File: config.mk
export PLATFORM = sky130hd
export DESIGN_NAME = id_exe_reg_flat
export DESIGN_NICKNAME = d
export VERILOG_FILES = /design/src/rtl/id_exe_reg_pkg.sv /design/src/rtl/id_exe_reg_if.sv /design/src/rtl/id_exe_reg_fwd_unit.sv /design/src/rtl/id_exe_reg.sv /design/src/flat_wrapper.sv
export SDC_FILE = /design/constraint.sdc
export NUM_CORES = 1
export LEC_CHECK = 0
export BUFFER_PORTS_ARGS = -buffer_cell sky130_fd_sc_hd__clkbuf_2
export CORE_AREA = 4 4 150 152
export CTS_CLUSTER_SIZE = 24
export DETAILED_ROUTE_END_ITERATION = 8
export DIE_AREA = 0 0 154 156
export GPL_ROUTABILITY_DRIVEN = 0
export HOLD_SLACK_MARGIN = 0.1
export PLACE_DENSITY_LB_ADDON = 0.05
export SLEW_MARGIN = 5
export SYNTH_ARGS = -nofsm -noshare
export SYNTH_HDL_FRONTEND = slang
export SYNTH_SLANG_ARGS = --single-unit
File: constraint.sdc
create_clock -name clk -period 1.7 [get_ports clk]
set_input_delay 0 -clock clk [delete_from_list [all_inputs] [get_ports clk]]
set_output_delay 0 -clock clk [all_outputs]
set_load 0.03 [all_outputs]
File: src/rtl/id_exe_reg_pkg.sv
// Shared types and constants for the ID/EXE pipeline register slice.
// Latency: n/a (definitions only).
// Backpressure: n/a (definitions only).
package id_exe_reg_pkg;

    // Default datapath and register-index widths.
    localparam int DW_DEF  = 32;
    localparam int RW_DEF  = 4;

    // Fixed-width instruction fields carried through the stage.
    localparam int CMD_W   = 4;
    localparam int SHIFT_W = 12;
    localparam int SIMM_W  = 24;
    localparam int STAT_W  = 4;

    // Position of the carry flag inside the NZCV status nibble.
    localparam int STAT_C  = 1;

    // ALU command encodings produced by decode.
    localparam logic [CMD_W-1:0] EXE_CMD_MOV = 4'b0001;
    localparam logic [CMD_W-1:0] EXE_CMD_MVN = 4'b1001;
    localparam logic [CMD_W-1:0] EXE_CMD_ADD = 4'b0010;
    localparam logic [CMD_W-1:0] EXE_CMD_ADC = 4'b0011;
    localparam logic [CMD_W-1:0] EXE_CMD_SUB = 4'b0100;
    localparam logic [CMD_W-1:0] EXE_CMD_SBC = 4'b0101;
    localparam logic [CMD_W-1:0] EXE_CMD_AND = 4'b0110;
    localparam logic [CMD_W-1:0] EXE_CMD_ORR = 4'b0111;
    localparam logic [CMD_W-1:0] EXE_CMD_EOR = 4'b1000;
    localparam logic [CMD_W-1:0] EXE_CMD_CMP = 4'b0100;
    localparam logic [CMD_W-1:0] EXE_CMD_TST = 4'b0110;
    localparam logic [CMD_W-1:0] EXE_CMD_LDR = 4'b0010;
    localparam logic [CMD_W-1:0] EXE_CMD_STR = 4'b0010;

    // Operand source select seen by EXE.
    typedef enum logic [1:0] {
        FWD_REG = 2'd0,
        FWD_MEM = 2'd1,
        FWD_WB  = 2'd2
    } fwd_sel_e;

    // Control bundle: everything a bubble must clear.
    typedef struct packed {
        logic              valid;
        logic              wb_en;
        logic              mem_r_en;
        logic              mem_w_en;
        logic              b;
        logic              s;
        logic              imm;
        logic [CMD_W-1:0]  exe_cmd;
    } ctrl_t;

    localparam ctrl_t CTRL_BUBBLE = '0;

    // Source priority for one operand: MEM is the younger result, so it wins over WB.
    function automatic fwd_sel_e fwd_pick(input logic active,
                                          input logic mem_hit,
                                          input logic wb_hit);
        fwd_sel_e sel;
        sel = FWD_REG;
        if (active && mem_hit) begin
            sel = FWD_MEM;
        end else if (active && wb_hit) begin
            sel = FWD_WB;
        end
        return sel;
    endfunction

endpackage

File: src/rtl/id_exe_reg_if.sv
// ID/EXE stage bundle: ID-side instruction fields, MEM/WB forwarding taps, EXE-side outputs.
// Latency: n/a (wiring only).
// Backpressure: none on the bus; stalls are expressed through freeze on the register itself.
interface id_exe_reg_if
    import id_exe_reg_pkg::*;
#(
    parameter int DW = DW_DEF,
    parameter int RW = RW_DEF
) ();

    // ID side
    logic                id_valid;
    logic [DW-1:0]       id_pc;
    logic                id_wb_en;
    logic                id_mem_r_en;
    logic                id_mem_w_en;
    logic [CMD_W-1:0]    id_exe_cmd;
    logic                id_b;
    logic                id_s;
    logic                id_imm;
    logic [SHIFT_W-1:0]  id_shift_op;
    logic [SIMM_W-1:0]   id_simm24;
    logic [RW-1:0]       id_dest;
    logic [RW-1:0]       id_src1;
    logic [RW-1:0]       id_src2;
    logic [DW-1:0]       id_val_rn;
    logic [DW-1:0]       id_val_rm;
    logic [STAT_W-1:0]   id_status;

    // Forwarding taps from later stages
    logic                mem_wb_en;
    logic [RW-1:0]       mem_dest;
    logic [DW-1:0]       mem_alu_res;
    logic                wb_wb_en;
    logic [RW-1:0]       wb_dest;
    logic [DW-1:0]       wb_value;

    // EXE side
    logic                ex_valid;
    logic                ex_wb_en;
    logic                ex_mem_r_en;
    logic                ex_mem_w_en;
    logic                ex_b;
    logic                ex_s;
    logic                ex_imm;
    logic [CMD_W-1:0]    ex_exe_cmd;
    logic [DW-1:0]       ex_pc;
    logic [SHIFT_W-1:0]  ex_shift_op;
    logic [SIMM_W-1:0]   ex_simm24;
    logic [RW-1:0]       ex_dest;
    logic                ex_c_in;
    logic [DW-1:0]       ex_op1;
    logic [DW-1:0]       ex_reg2;
    logic [1:0]          ex_sel1;
    logic [1:0]          ex_sel2;

    // Upstream/environment view: drives ID fields and taps, observes EXE.
    modport master (
        output id_valid, id_pc, id_wb_en, id_mem_r_en, id_mem_w_en, id_exe_cmd,
               id_b, id_s, id_imm, id_shift_op, id_simm24, id_dest, id_src1,
               id_src2, id_val_rn, id_val_rm, id_status,
               mem_wb_en, mem_dest, mem_alu_res, wb_wb_en, wb_dest, wb_value,
        input  ex_valid, ex_wb_en, ex_mem_r_en, ex_mem_w_en, ex_b, ex_s, ex_imm,
               ex_exe_cmd, ex_pc, ex_shift_op, ex_simm24, ex_dest, ex_c_in,
               ex_op1, ex_reg2, ex_sel1, ex_sel2
    );

    // Pipeline register view.
    modport slave (
        input  id_valid, id_pc, id_wb_en, id_mem_r_en, id_mem_w_en, id_exe_cmd,
               id_b, id_s, id_imm, id_shift_op, id_simm24, id_dest, id_src1,
               id_src2, id_val_rn, id_val_rm, id_status,
               mem_wb_en, mem_dest, mem_alu_res, wb_wb_en, wb_dest, wb_value,
        output ex_valid, ex_wb_en, ex_mem_r_en, ex_mem_w_en, ex_b, ex_s, ex_imm,
               ex_exe_cmd, ex_pc, ex_shift_op, ex_simm24, ex_dest, ex_c_in,
               ex_op1, ex_reg2, ex_sel1, ex_sel2
    );

endinterface

File: src/rtl/id_exe_reg_fwd_unit.sv
// Operand forwarding for both EXE source operands: index compares against MEM/WB plus 3:1 muxes.
// Latency: purely combinational, 0 cycles.
// Backpressure: none; re-evaluated every cycle, including while the stage is frozen.
module id_exe_reg_fwd_unit
    import id_exe_reg_pkg::*;
#(
    parameter int DW = DW_DEF,
    parameter int RW = RW_DEF
) (
    input  logic           fwd_en,
    input  logic           ex_valid,
    input  logic [RW-1:0]  src1,
    input  logic [RW-1:0]  src2,
    input  logic [DW-1:0]  reg_rn,
    input  logic [DW-1:0]  reg_rm,
    input  logic           mem_wb_en,
    input  logic [RW-1:0]  mem_dest,
    input  logic [DW-1:0]  mem_alu_res,
    input  logic           wb_wb_en,
    input  logic [RW-1:0]  wb_dest,
    input  logic [DW-1:0]  wb_value,
    output fwd_sel_e       sel1,
    output fwd_sel_e       sel2,
    output logic [DW-1:0]  op1,
    output logic [DW-1:0]  reg2
);

    // A bubble in EXE never consumes anything, so it must not report a forward either.
    logic active;
    logic mem_hit1, mem_hit2;
    logic wb_hit1, wb_hit2;

    assign active   = fwd_en && ex_valid;
    assign mem_hit1 = mem_wb_en && (mem_dest == src1);
    assign mem_hit2 = mem_wb_en && (mem_dest == src2);
    assign wb_hit1  = wb_wb_en  && (wb_dest  == src1);
    assign wb_hit2  = wb_wb_en  && (wb_dest  == src2);

    assign sel1 = fwd_pick(active, mem_hit1, wb_hit1);
    assign sel2 = fwd_pick(active, mem_hit2, wb_hit2);

    always_comb begin
        op1 = reg_rn;
        unique case (sel1)
            FWD_MEM: op1 = mem_alu_res;
            FWD_WB:  op1 = wb_value;
            default: op1 = reg_rn;
        endcase
    end

    always_comb begin
        reg2 = reg_rm;
        unique case (sel2)
            FWD_MEM: reg2 = mem_alu_res;
            FWD_WB:  reg2 = wb_value;
            default: reg2 = reg_rm;
        endcase
    end

endmodule

File: src/rtl/id_exe_reg.sv
// ID/EXE pipeline register with in-stage MEM/WB operand forwarding.
// Latency: 1 cycle ID to EXE for registered fields; forwarded operands are combinational on top.
// Backpressure: freeze holds every field; flush (higher priority) loads a bubble.
//
// Ports: clk, rst_n (async, active low), freeze, flush, fwd_en as plain scalars;
// bus (slave modport) carries the ID fields in, MEM/WB forwarding taps in, and EXE fields out.
module id_exe_reg
    import id_exe_reg_pkg::*;
#(
    parameter int DW = DW_DEF,
    parameter int RW = RW_DEF
) (
    input  logic         clk,
    input  logic         rst_n,
    input  logic         freeze,
    input  logic         flush,
    input  logic         fwd_en,
    id_exe_reg_if.slave  bus
);

    ctrl_t               ctrl_q;
    ctrl_t               id_ctrl;
    logic [DW-1:0]       pc_q;
    logic [DW-1:0]       val_rn_q;
    logic [DW-1:0]       val_rm_q;
    logic [SHIFT_W-1:0]  shift_op_q;
    logic [SIMM_W-1:0]   simm24_q;
    logic [RW-1:0]       dest_q;
    logic [RW-1:0]       src1_q;
    logic [RW-1:0]       src2_q;
    logic                c_in_q;

    fwd_sel_e            sel1;
    fwd_sel_e            sel2;
    logic [DW-1:0]       op1;
    logic [DW-1:0]       reg2;

    // Only the carry flag is needed in EXE; the other status bits stop here.
    logic                unused_status;
    assign unused_status = ^{bus.id_status[STAT_W-1:STAT_C+1], bus.id_status[STAT_C-1:0]};

    // An ID slot without a real instruction enters EXE as a bubble.
    always_comb begin
        id_ctrl = CTRL_BUBBLE;
        if (bus.id_valid) begin
            id_ctrl.valid    = 1'b1;
            id_ctrl.wb_en    = bus.id_wb_en;
            id_ctrl.mem_r_en = bus.id_mem_r_en;
            id_ctrl.mem_w_en = bus.id_mem_w_en;
            id_ctrl.b        = bus.id_b;
            id_ctrl.s        = bus.id_s;
            id_ctrl.imm      = bus.id_imm;
            id_ctrl.exe_cmd  = bus.id_exe_cmd;
        end
    end

    // Flush beats freeze: a taken branch must kill the stalled instruction too.
    // Data fields are left alone on flush; with valid=0 nothing downstream looks at them.
    always_ff @(posedge clk or negedge rst_n) begin
        if (!rst_n) begin
            ctrl_q     <= CTRL_BUBBLE;
            pc_q       <= '0;
            val_rn_q   <= '0;
            val_rm_q   <= '0;
            shift_op_q <= '0;
            simm24_q   <= '0;
            dest_q     <= '0;
            src1_q     <= '0;
            src2_q     <= '0;
            c_in_q     <= 1'b0;
        end else if (flush) begin
            ctrl_q     <= CTRL_BUBBLE;
        end else if (!freeze) begin
            ctrl_q     <= id_ctrl;
            pc_q       <= bus.id_pc;
            val_rn_q   <= bus.id_val_rn;
            val_rm_q   <= bus.id_val_rm;
            shift_op_q <= bus.id_shift_op;
            simm24_q   <= bus.id_simm24;
            dest_q     <= bus.id_dest;
            src1_q     <= bus.id_src1;
            src2_q     <= bus.id_src2;
            c_in_q     <= bus.id_status[STAT_C];
        end
    end

    // Forwarding runs off the registered indices every cycle, so a frozen
    // instruction keeps tracking results as they move from MEM into WB.
    id_exe_reg_fwd_unit #(
        .DW (DW),
        .RW (RW)
    ) u_fwd (
        .fwd_en      (fwd_en),
        .ex_valid    (ctrl_q.valid),
        .src1        (src1_q),
        .src2        (src2_q),
        .reg_rn      (val_rn_q),
        .reg_rm      (val_rm_q),
        .mem_wb_en   (bus.mem_wb_en),
        .mem_dest    (bus.mem_dest),
        .mem_alu_res (bus.mem_alu_res),
        .wb_wb_en    (bus.wb_wb_en),
        .wb_dest     (bus.wb_dest),
        .wb_value    (bus.wb_value),
        .sel1        (sel1),
        .sel2        (sel2),
        .op1         (op1),
        .reg2        (reg2)
    );

    assign bus.ex_valid    = ctrl_q.valid;
    assign bus.ex_wb_en    = ctrl_q.wb_en;
    assign bus.ex_mem_r_en = ctrl_q.mem_r_en;
    assign bus.ex_mem_w_en = ctrl_q.mem_w_en;
    assign bus.ex_b        = ctrl_q.b;
    assign bus.ex_s        = ctrl_q.s;
    assign bus.ex_imm      = ctrl_q.imm;
    assign bus.ex_exe_cmd  = ctrl_q.exe_cmd;
    assign bus.ex_pc       = pc_q;
    assign bus.ex_shift_op = shift_op_q;
    assign bus.ex_simm24   = simm24_q;
    assign bus.ex_dest     = dest_q;
    assign bus.ex_c_in     = c_in_q;
    assign bus.ex_op1      = op1;
    assign bus.ex_reg2     = reg2;
    assign bus.ex_sel1     = sel1;
    assign bus.ex_sel2     = sel2;

endmodule
File: src/flat_wrapper.sv
// flat-port wrapper written by rule: the top's interface ports become plain ports
module id_exe_reg_flat import id_exe_reg_pkg::*;
#(
    parameter int DW = DW_DEF,
    parameter int RW = RW_DEF
)
  (clk, rst_n, freeze, flush, fwd_en, bus_id_valid, bus_id_pc, bus_id_wb_en, bus_id_mem_r_en, bus_id_mem_w_en, bus_id_exe_cmd, bus_id_b, bus_id_s, bus_id_imm, bus_id_shift_op, bus_id_simm24, bus_id_dest, bus_id_src1, bus_id_src2, bus_id_val_rn, bus_id_val_rm, bus_id_status, bus_mem_wb_en, bus_mem_dest, bus_mem_alu_res, bus_wb_wb_en, bus_wb_dest, bus_wb_value, bus_ex_valid, bus_ex_wb_en, bus_ex_mem_r_en, bus_ex_mem_w_en, bus_ex_b, bus_ex_s, bus_ex_imm, bus_ex_exe_cmd, bus_ex_pc, bus_ex_shift_op, bus_ex_simm24, bus_ex_dest, bus_ex_c_in, bus_ex_op1, bus_ex_reg2, bus_ex_sel1, bus_ex_sel2);
  id_exe_reg_if #(.DW(DW), .RW(RW)) bus_i ();
  input  logic clk;
  input  logic rst_n;
  input  logic freeze;
  input  logic flush;
  input  logic fwd_en;
  input wire logic [$bits(bus_i.id_valid)-1:0] bus_id_valid;
  input wire logic [$bits(bus_i.id_pc)-1:0] bus_id_pc;
  input wire logic [$bits(bus_i.id_wb_en)-1:0] bus_id_wb_en;
  input wire logic [$bits(bus_i.id_mem_r_en)-1:0] bus_id_mem_r_en;
  input wire logic [$bits(bus_i.id_mem_w_en)-1:0] bus_id_mem_w_en;
  input wire logic [$bits(bus_i.id_exe_cmd)-1:0] bus_id_exe_cmd;
  input wire logic [$bits(bus_i.id_b)-1:0] bus_id_b;
  input wire logic [$bits(bus_i.id_s)-1:0] bus_id_s;
  input wire logic [$bits(bus_i.id_imm)-1:0] bus_id_imm;
  input wire logic [$bits(bus_i.id_shift_op)-1:0] bus_id_shift_op;
  input wire logic [$bits(bus_i.id_simm24)-1:0] bus_id_simm24;
  input wire logic [$bits(bus_i.id_dest)-1:0] bus_id_dest;
  input wire logic [$bits(bus_i.id_src1)-1:0] bus_id_src1;
  input wire logic [$bits(bus_i.id_src2)-1:0] bus_id_src2;
  input wire logic [$bits(bus_i.id_val_rn)-1:0] bus_id_val_rn;
  input wire logic [$bits(bus_i.id_val_rm)-1:0] bus_id_val_rm;
  input wire logic [$bits(bus_i.id_status)-1:0] bus_id_status;
  input wire logic [$bits(bus_i.mem_wb_en)-1:0] bus_mem_wb_en;
  input wire logic [$bits(bus_i.mem_dest)-1:0] bus_mem_dest;
  input wire logic [$bits(bus_i.mem_alu_res)-1:0] bus_mem_alu_res;
  input wire logic [$bits(bus_i.wb_wb_en)-1:0] bus_wb_wb_en;
  input wire logic [$bits(bus_i.wb_dest)-1:0] bus_wb_dest;
  input wire logic [$bits(bus_i.wb_value)-1:0] bus_wb_value;
  output wire logic [$bits(bus_i.ex_valid)-1:0] bus_ex_valid;
  output wire logic [$bits(bus_i.ex_wb_en)-1:0] bus_ex_wb_en;
  output wire logic [$bits(bus_i.ex_mem_r_en)-1:0] bus_ex_mem_r_en;
  output wire logic [$bits(bus_i.ex_mem_w_en)-1:0] bus_ex_mem_w_en;
  output wire logic [$bits(bus_i.ex_b)-1:0] bus_ex_b;
  output wire logic [$bits(bus_i.ex_s)-1:0] bus_ex_s;
  output wire logic [$bits(bus_i.ex_imm)-1:0] bus_ex_imm;
  output wire logic [$bits(bus_i.ex_exe_cmd)-1:0] bus_ex_exe_cmd;
  output wire logic [$bits(bus_i.ex_pc)-1:0] bus_ex_pc;
  output wire logic [$bits(bus_i.ex_shift_op)-1:0] bus_ex_shift_op;
  output wire logic [$bits(bus_i.ex_simm24)-1:0] bus_ex_simm24;
  output wire logic [$bits(bus_i.ex_dest)-1:0] bus_ex_dest;
  output wire logic [$bits(bus_i.ex_c_in)-1:0] bus_ex_c_in;
  output wire logic [$bits(bus_i.ex_op1)-1:0] bus_ex_op1;
  output wire logic [$bits(bus_i.ex_reg2)-1:0] bus_ex_reg2;
  output wire logic [$bits(bus_i.ex_sel1)-1:0] bus_ex_sel1;
  output wire logic [$bits(bus_i.ex_sel2)-1:0] bus_ex_sel2;
  assign bus_i.id_valid = bus_id_valid;
  assign bus_i.id_pc = bus_id_pc;
  assign bus_i.id_wb_en = bus_id_wb_en;
  assign bus_i.id_mem_r_en = bus_id_mem_r_en;
  assign bus_i.id_mem_w_en = bus_id_mem_w_en;
  assign bus_i.id_exe_cmd = bus_id_exe_cmd;
  assign bus_i.id_b = bus_id_b;
  assign bus_i.id_s = bus_id_s;
  assign bus_i.id_imm = bus_id_imm;
  assign bus_i.id_shift_op = bus_id_shift_op;
  assign bus_i.id_simm24 = bus_id_simm24;
  assign bus_i.id_dest = bus_id_dest;
  assign bus_i.id_src1 = bus_id_src1;
  assign bus_i.id_src2 = bus_id_src2;
  assign bus_i.id_val_rn = bus_id_val_rn;
  assign bus_i.id_val_rm = bus_id_val_rm;
  assign bus_i.id_status = bus_id_status;
  assign bus_i.mem_wb_en = bus_mem_wb_en;
  assign bus_i.mem_dest = bus_mem_dest;
  assign bus_i.mem_alu_res = bus_mem_alu_res;
  assign bus_i.wb_wb_en = bus_wb_wb_en;
  assign bus_i.wb_dest = bus_wb_dest;
  assign bus_i.wb_value = bus_wb_value;
  assign bus_ex_valid = bus_i.ex_valid;
  assign bus_ex_wb_en = bus_i.ex_wb_en;
  assign bus_ex_mem_r_en = bus_i.ex_mem_r_en;
  assign bus_ex_mem_w_en = bus_i.ex_mem_w_en;
  assign bus_ex_b = bus_i.ex_b;
  assign bus_ex_s = bus_i.ex_s;
  assign bus_ex_imm = bus_i.ex_imm;
  assign bus_ex_exe_cmd = bus_i.ex_exe_cmd;
  assign bus_ex_pc = bus_i.ex_pc;
  assign bus_ex_shift_op = bus_i.ex_shift_op;
  assign bus_ex_simm24 = bus_i.ex_simm24;
  assign bus_ex_dest = bus_i.ex_dest;
  assign bus_ex_c_in = bus_i.ex_c_in;
  assign bus_ex_op1 = bus_i.ex_op1;
  assign bus_ex_reg2 = bus_i.ex_reg2;
  assign bus_ex_sel1 = bus_i.ex_sel1;
  assign bus_ex_sel2 = bus_i.ex_sel2;
  id_exe_reg #(.DW(DW), .RW(RW)) u_core (.clk(clk), .rst_n(rst_n), .freeze(freeze), .flush(flush), .fwd_en(fwd_en), .bus(bus_i));
endmodule
Word-level counts from Yosys, hierarchy flattened
Cells that the tools add are included.
Word-level totals
  register bits after elaboration: 156
  bits in latches: 0
  bits in writable memories: 0
  memory bits (read-only): 0
  bits of input ports: 238
  output and inout port bits: 152
  word-level logic and storage cells: 47
  memories kept: 0
Cells by class
  $add $sub $neg: 0
  multiply operators: 0
  div/mod/pow operators: 0
  order comparisons: 0
  eq/ne operators: 9
  shift-type cells: 0
  mux-type cells: 9
  bitwise operators: 2
  reductions and logical operators: 10
Operator list (count)
  $pmux 32 s2: 2
  $mux 11: 3
  $eq 4x4->1: 4
  $logic_and 1x1->1: 9
  $mux 2: 4
  $eq 2x1->1 const B: 2
  $eq 2x2->1 const B: 2
  $ne 2x1->1 const B: 1
  $not 1->1: 2
  $reduce_and 2->1: 1

Logic depth before layout (Yosys ltp)
Gate-level depths: netlist (run 1).
  depth after elaboration: 7
  mapped depth: 6
  gate-level depth less buffers: 5

Hierarchy
From an unflattened synthesis (run 1), not the netlist that was laid out.
Unflattened totals
  cell total of the unflattened synthesis: 673
  area total of the unflattened synthesis: 7724.9 sq um
Modules (own cells, without submodules)
  id_exe_reg: times used 1, cells an instance 337, area each 5809.3 sq um
  id_exe_reg_fwd_unit: times used 1, cells an instance 336, area each 1915.6 sq um

Least setup slack after synthesis (run 1)
Ideal clock, no wire load.
  path type: flip-flop to output port
  start point: register u_core.ctrl_q (netlist bit u_core.bus.ex_valid)
  end point: output port bus_ex_op1[14]
  data arrival time: 1835 ps
  data required time: 1700 ps
  setup slack: -135 ps
  cell stages (with the launch flop): 6
  path buffers: 2
  cell sequence: dfrtp_1 -> nand3_1 -> clkbuf_1 -> clkbuf_1 -> o21ai_0 -> a31oi_1
On the way
  longest elaborated chain between the ends: 6
  elaborated cells between the ends (all ways): 8
  classes of those cells: eq/ne (2); mux (3); reduce/logical (3)
RTL lines
  start: declaration: line id_exe_reg.sv:21  | ctrl_t ctrl_q;
  start signal: assignment: line id_exe_reg.sv:74  | ctrl_q <= id_ctrl;
  $logic_and 1x1->1 (*): line id_exe_reg_fwd_unit.sv:33  | assign active = fwd_en && ex_valid;
  $logic_and 1x1->1: line id_exe_reg_pkg.sv:63  | end else if (active && wb_hit) begin
  $mux 2: line id_exe_reg_pkg.sv:63
  $mux 2 (*): line id_exe_reg_pkg.sv:61  | if (active && mem_hit) begin
  $eq 2x2->1 or $eq 2x1->1 (tied branches): line id_exe_reg_fwd_unit.sv:44  | unique case (sel1)
  $pmux 32 s2 (*): line id_exe_reg_fwd_unit.sv:44
  end: declaration: line flat_wrapper.sv:50  | output wire logic [$bits(bus_i.ex_op1)-1:0] bus_ex_op1;
Every way passes the cells marked *; elsewhere a longest branch is shown, timed or not.

Final worst setup path (run 1)
  start point: register u_core.src1_q[2]
  end point: output port bus_ex_op1[14]
On the way
  longest elaborated chain between the ends: 7
  elaborated cells between the ends (all ways): 11
  classes of those cells: eq/ne (4); mux (3); reduce/logical (4)
RTL lines
  start: declaration: line id_exe_reg.sv:29  | logic [RW-1:0] src1_q;
  start signal: assignment: line id_exe_reg.sv:81  | src1_q <= bus.id_src1;
  $eq 4x4->1: line id_exe_reg_fwd_unit.sv:36  | assign wb_hit1 = wb_wb_en && (wb_dest == src1);
  $logic_and 1x1->1: line id_exe_reg_fwd_unit.sv:36
  $logic_and 1x1->1: line id_exe_reg_pkg.sv:63
  $mux 2: line id_exe_reg_pkg.sv:63
  $mux 2 (*): line id_exe_reg_pkg.sv:61
  $eq 2x2->1 or $eq 2x1->1 (tied branches): line id_exe_reg_fwd_unit.sv:44
  $pmux 32 s2 (*): line id_exe_reg_fwd_unit.sv:44
Marked as above.

==> out/results.ini, run 1 <==
[worst_setup_path]
worst_ep_arrival_time_ns=2.12
cp.required_ns=1.70
critPathBufInv=2
worstSetupPathType=reg -> out
path_max_fanout=7
slowest_delay_ns=0.43
critPathTopFamily=simple AND/OR/NAND/NOR gates
start_kind=flop
cp_cell_sequence=xnor2_1 > nand4_2 > or2_4 > buf_12 > a31oi_2 > clkbuf_8
crit_slowest_cell=dfrtp_1
end_kind=primary output

[power_and_ir_drop]
power.density_nw_per_um2=920.3
p_sw_share_pct=33.69
p_clk_share_pct=31.0
internal_power_uw=8972
seqPwrFrac_pct=33.6
ir_drop_uv=678.0
power.switching_uw=4558
pwr-share-comb_pct=35.4
p_leak_uw=0.006336

[grt]
grt_pass1_vias=8683
track_usage_pct=25.50
grt_max_degree=49
antenna_found_initial=3
overflow=0
grt_pass1_wl_um=48440

[layout]
antenna_cells=0
drive_gt1_share_pct=53.55
syn_to_final_growth_pct=86.98
final_core_util_pct=69.94
nNetsFinal=1534

[synth]
netlist_area_um2=7863
yosysUniqueCellTypes=25
synth.largest_area_cell=dfrtp_1
yosys_warnings=0
netlist_instances=700
synth_seq_cells=156
yosys_most_used_dff=dfrtp_1
yosysSeqAreaShare_pct=49.65
synth_edf_count=0
synth.avg_cell_area_um2=11.23
postSynthNetCount=938
async_flop_share_pct=100.0
ys_top_cells_by_area=dfrtp_1 50%, mux2_2 13%, mux2_1 7.9%
synth.most_common_cell=dfrtp_1
netlist.area_leader.share_pct=49.65
synth_common_cells=156 x dfrtp_1, 90 x mux2_2, 66 x nand3_1, 66 x nor3_1, 64 x o21ai_0

[detailed_routing]
postRouteAntennaNets=0
wl_um=31490
drcViolationCount=0
dr_total_vias=8113
vias_per_cell=5.122
drt-wirelength-per-cell_um=19.88
drt-pass1-iter-count=5
drt_first_iter_violations=342

[outcome]
failed_checks=negative setup slack
outcome=finished, violations left

[sta]
min_period_ns=2.122
skew_ns=0
rsz0062_at_grt=yes
slew_viol_final=0
slew_headroom_pct=67.76
whs_ns=0.06951
hold_violations=0
final.period_utilization_pct=124.8
setup_slack_ns=-0.4219
tns_ns=-24.53
setup-violations-final=68
worstMarginPinSlew_ns=0.4821
max_freq_ghz=0.4713

[placement]
hpwl_um=22110
portBuffers=386

[cts]
cts_tree=built
h-tree-depth=4
clock_latency_ns=0.42
clockRootBuffer=clkbuf_16
clock_sinks=156
path_clk_slew_ns=0.07
numCtsBuffers=17
clockBufferDepth=2

[die]
die_h_um=156
core_area_um2=21020
die_area_um2=24020
start_util_pct=37.40
io_pins=390
rows=53
die_w_um=154

[worst_hold_path]
hold_path_class=in -> async

[job]
maxCapViolCount=0

-- metrics by stage --
step	setup WS [ns]	power, uW	cells	area, um2
finish	-0.4219	13530	1584	14700
global route	-0.5007	14080	1584	14700
CTS	-0.4132	13520	1591	14640
detailed placement	0.001524	8525	1377	11460
global placement	0.01097	8484	1377	11460
floorplan	-0.01605	6923	700	8602
-- layout make-up --
class | instances | area [um2]
Clock inverter | 15 | 220.2
Inverter | 2 | 27.53
Multi-Input combinational cell | 473 | 4506
Timing Repair Buffer | 646 | 5274
Tap cell | 275 | 344.1
Fill cell | 1524 | 6320
Clock buffer | 17 | 425.4
Sequential cell | 156 | 3905
-- registers in the layout (all words and copies together) (netlist names), 4 cells and up --
| register | cells |
|---|---|
| u_core.val_rm_q | 32 |
| u_core.bus.ex_shift_op | 12 |
| u_core.bus.ex_pc | 32 |
| u_core.src1_q | 4 |
| u_core.bus.ex_dest | 4 |
| u_core.bus.ex_exe_cmd | 4 |
| u_core.src2_q | 4 |
| u_core.val_rn_q | 32 |
| u_core.bus.ex_simm24 | 24 |
-- worst paths after layout --
path                                           from                endpoint  slack (ns)  cells past startpoint
worst max-delay path               u_core.src1_q[2]          bus_ex_op1[14]       -0.42                      6
min in group clk                             freeze  u_core.bus.ex_mem_w_en        0.12                      4
max in group asynchronous                     rst_n         u_core.bus.ex_b        0.41                      3
worst min register to register   u_core.val_rn_q[6]      u_core.val_rn_q[6]        0.48                      1
worst max register to register  u_core.bus.ex_valid     u_core.bus.ex_valid        0.24                      4
worst min-delay path                          rst_n    u_core.bus.ex_pc[22]        0.07                      2
-- metal layers --
layer  global-route usage (%)  up-vias  share of wire [%]
met1                    30.14     3999                 39
met5                        0        -              0.089
met4                    6.728        6                1.9
li1                         -     3766                  -
met2                    46.36      295                 53
met3                    6.352       47                6.5
-- worst reg2reg max path: stages, from the launching register on --
cell	delay, ns
dfrtp_1	0.45
buf_4	0.17
mux2i_1	0.13
nor2_1	0.05
dlygate4sd3_1	0.55
-- power groups by stage --
stage / Clock [uW] / Sequential, uW / Combinational [uW]
3_3_place_gp: 0 / 4570 / 3910
2_1_floorplan: 0 / 5060 / 1870
4_1_cts: 4270 / 4530 / 4720
6_report: 4200 / 4550 / 4790
3_5_place_dp: 0 / 4590 / 3940
5_1_grt: 4430 / 4610 / 5050
-- cell usage in the layout (no fill, tap or decap), drive strengths merged --
cell type / n
or2: 2
nand4: 4
buf: 112
xnor2: 16
inv: 11
clkbuf: 382
dlygate4sd3: 169
o21ai: 64
and3: 1
mux2: 145
a21oi: 10
bufinv: 3
mux2i: 1
dfrtp: 156
nor3: 66
clkinv: 3
and4: 2
nand2: 10
a31oi: 64
nor2: 22
nand3: 66
-- what timing repair did --
action                                  in CTS  in global routing
endpoints found under the setup margin      68                 78
endpoints found under the hold margin      312                  0
resized for setup                          178                 40
cloned                                       1                  2
setup buffers                                2                  1
pin swaps                                    4                 12
hold buffers                               179                  0
-- cell families (layout without fill, tap and decap cells) --
group / Yosys count / count (layout) / synth area share [%]
AND/OR/NAND/NOR: 173 / 173 / 10.89
flip-flops: 156 / 156 / 49.65
multiplexers: 146 / 146 / 20.89
AO/OA/AOI/OAI: 138 / 138 / 12.19
buffers and inverters: 71 / 680 / 4.599
XOR/XNOR: 16 / 16 / 1.782
Power figures use the tool's default switching activity.
==> run 2: changes to the inputs <==
==> constraint.sdc (replaced) <==
create_clock -name clk -period 1.9 [get_ports clk]
set_input_delay 0 -clock clk [delete_from_list [all_inputs] [get_ports clk]]
set_output_delay 0 -clock clk [all_outputs]
set_load 0.03 [all_outputs]
==> run 2 against run 1 <==
The flow still finishes with violations (negative setup slack). Hold slack gained 0.092 ns. Register-to-register slack gained 0.15 ns. Sequential share of layout area grew 1.2 points. First-iteration DRC count grew 15%. Sequential power shrank 11%. Wire length grew 3.0%.
==> out/results.ini, run 2 (synthesized netlist as in run 1, its figures left out) <==
[die]
die_w_um=154  ; unchanged
rows=53  ; unchanged
die_h_um=156  ; unchanged
io_pins=390  ; unchanged
core_area_um2=21020  ; unchanged
start_util_pct=37.40  ; unchanged
die_area_um2=24020  ; unchanged

[detailed_routing]
postRouteAntennaNets=0  ; unchanged
drt_first_iter_violations=394  ; +15%
drcViolationCount=0  ; unchanged
vias_per_cell=5.225  ; +2.0%
dr_total_vias=8072  ; -0.51%
drt-pass1-iter-count=5  ; unchanged
drt-wirelength-per-cell_um=20.99  ; +5.6%
wl_um=32420  ; +3.0%

[cts]
clock_sinks=156  ; unchanged
clock_latency_ns=0.42  ; about the same
path_clk_slew_ns=0.07  ; about the same
h-tree-depth=4  ; unchanged
cts_tree=built
clockBufferDepth=2  ; unchanged
numCtsBuffers=17  ; unchanged
clockRootBuffer=clkbuf_16

[power_and_ir_drop]
power.density_nw_per_um2=804.0  ; -13%
fin_total_pwr_uw=11320  ; -16%
p_leak_uw=0.006064  ; -4.3%
ir_drop_uv=616.0  ; -9.2%

[layout]
layout_common_cells=317 x clkbuf_2, 178 x dlygate4sd3_1, 153 x dfrtp_1
register_area_um2=3908  ; about the same
layout_commonest_cell=clkbuf_2
final_core_util_pct=67.00  ; -2.9 points
drive_gt1_share_pct=53.35  ; -0.20 points
fillers=1610  ; +5.6%
syn_to_final_growth_pct=79.14
multiInputGateArea_um2=4307  ; -4.4%
finalInstanceArea_um2=14080  ; -4.2%
nNetsFinal=1494  ; -2.6%

[sta]
setup_slack_ns=-0.2007  ; +0.2212 ns
min_period_ns=2.101
skew_ns=0  ; unchanged
final.period_utilization_pct=110.6
slew_viol_final=0  ; unchanged
setup-violations-final=68  ; unchanged
tns_ns=-8.792  ; +15.74 ns
worstMarginPinSlew_ns=0.3836  ; -0.09852 ns
hold_violations=0  ; unchanged
max_freq_ghz=0.4760
rsz0062_at_grt=yes
slew_headroom_pct=74.43  ; +6.7 points

[worst_setup_path]
start_kind=flop
end_kind=primary output
cp.required_ns=1.90  ; +0.20 ns
worst_ep_arrival_time_ns=2.10  ; -0.02 ns
path_max_fanout=8  ; +1
worstSetupPathType=reg -> out

[grt]
antenna_found_initial=2  ; -1
grt_max_degree=65  ; +33%
track_usage_pct=24.98  ; -0.52 points
grt_pass1_wl_um=47690  ; -1.6%
grt_pass1_vias=8494  ; -2.2%
overflow=0  ; unchanged

[placement]
hpwl_um=20880  ; -5.5%
placed_area_um2=10240  ; -11%
portBuffers=386  ; unchanged

[job]
maxCapViolCount=0  ; unchanged

[outcome]
outcome=finished, violations left
failed_checks=negative setup slack

[worst_hold_path]
hold_path_class=in -> reg

[run 2: cell types whose count changed in the layout (fill, tap and decap cells not counted), moves of 15 or more]
cell / delta
buf_4: -43
a31oi_4: -36
a31oi_2: +25
clkbuf_8: -21
o21ai_0: -19
nor3_1: -15
[run 2: timing repair]
| action | 4_1_cts | 5_1_grt |
|---|---|---|
| setup endpoints to repair | 68 | 68 |
| gates cloned | 1 | 7 |
| endpoints found under the hold margin | 312 | 0 |
| buffers inserted | 2 | 1 |
| pin swaps | 9 | 11 |
| resized for setup | 201 | 141 |
| hold buffers | 179 | 0 |
[run 2: path summary, 6_finish.rpt]
check / from / endpoint / slack [ns] / cells after the start
setup reg to reg: u_core.bus.ex_valid / u_core.bus.ex_valid / 0.39 / 4
setup / recovery: u_core.src1_q[3] / bus_ex_op1[11] / -0.20 / 6
max in group asynchronous: rst_n / u_core.bus.ex_simm24[5] / 1.48 / 3
hold / removal: freeze / u_core.val_rn_q[3] / 0.16 / 4
min in group asynchronous: rst_n / u_core.val_rn_q[3] / 0.17 / 3
hold reg to reg: u_core.bus.ex_simm24[17] / u_core.bus.ex_simm24[17] / 0.49 / 1
[run 2: cell type report]
cell class	instances	area share, %
repair buffers	606	35.11
multi-input cells	473	30.58
flip-flops and latches	156	27.74
clock buffers	18	3.047
well taps	275	2.443
clock inverters	14	0.9239
inverters	2	0.1421
diodes	1	0.01777
[run 2: routing by layer]
layer	vias to the layer above	wire length, um	track usage [%]
li1	3706	-	-
met1	3895	12280	29.72
met2	381	16340	43.49
met3	86	2549	6.935
met4	4	1227	8.915
met5	-	27	0
[run 2: where the power goes]
| group | switching, uW | internal, uW |
|---|---|---|
| registers | 271 | 3790 |
| logic | 2170 | 1820 |
| clock network | 1550 | 1730 |
| total | 3990 | 7340 |
[run 2: worst max-delay path, cell delays in order (launching register included)]
cell and delay, ns:
dfrtp_2 0.45, xnor2_2 0.19, nand4_2 0.12, or2_4 0.33, clkbuf_16 0.22, a31oi_4 0.20, buf_8 0.15
[run 2: stage by stage]
stage	hold WS (ns)	std cells	setup WS (ns)
detailed placement	-0.04899	1322	0.1059
floorplan	-0.2956	700	0.06526
global route	0.1660	1544	-0.2757
finish	0.1617	1545	-0.2007
global placement	-0.05128	1322	0.1195
CTS	0.1492	1536	-0.1587
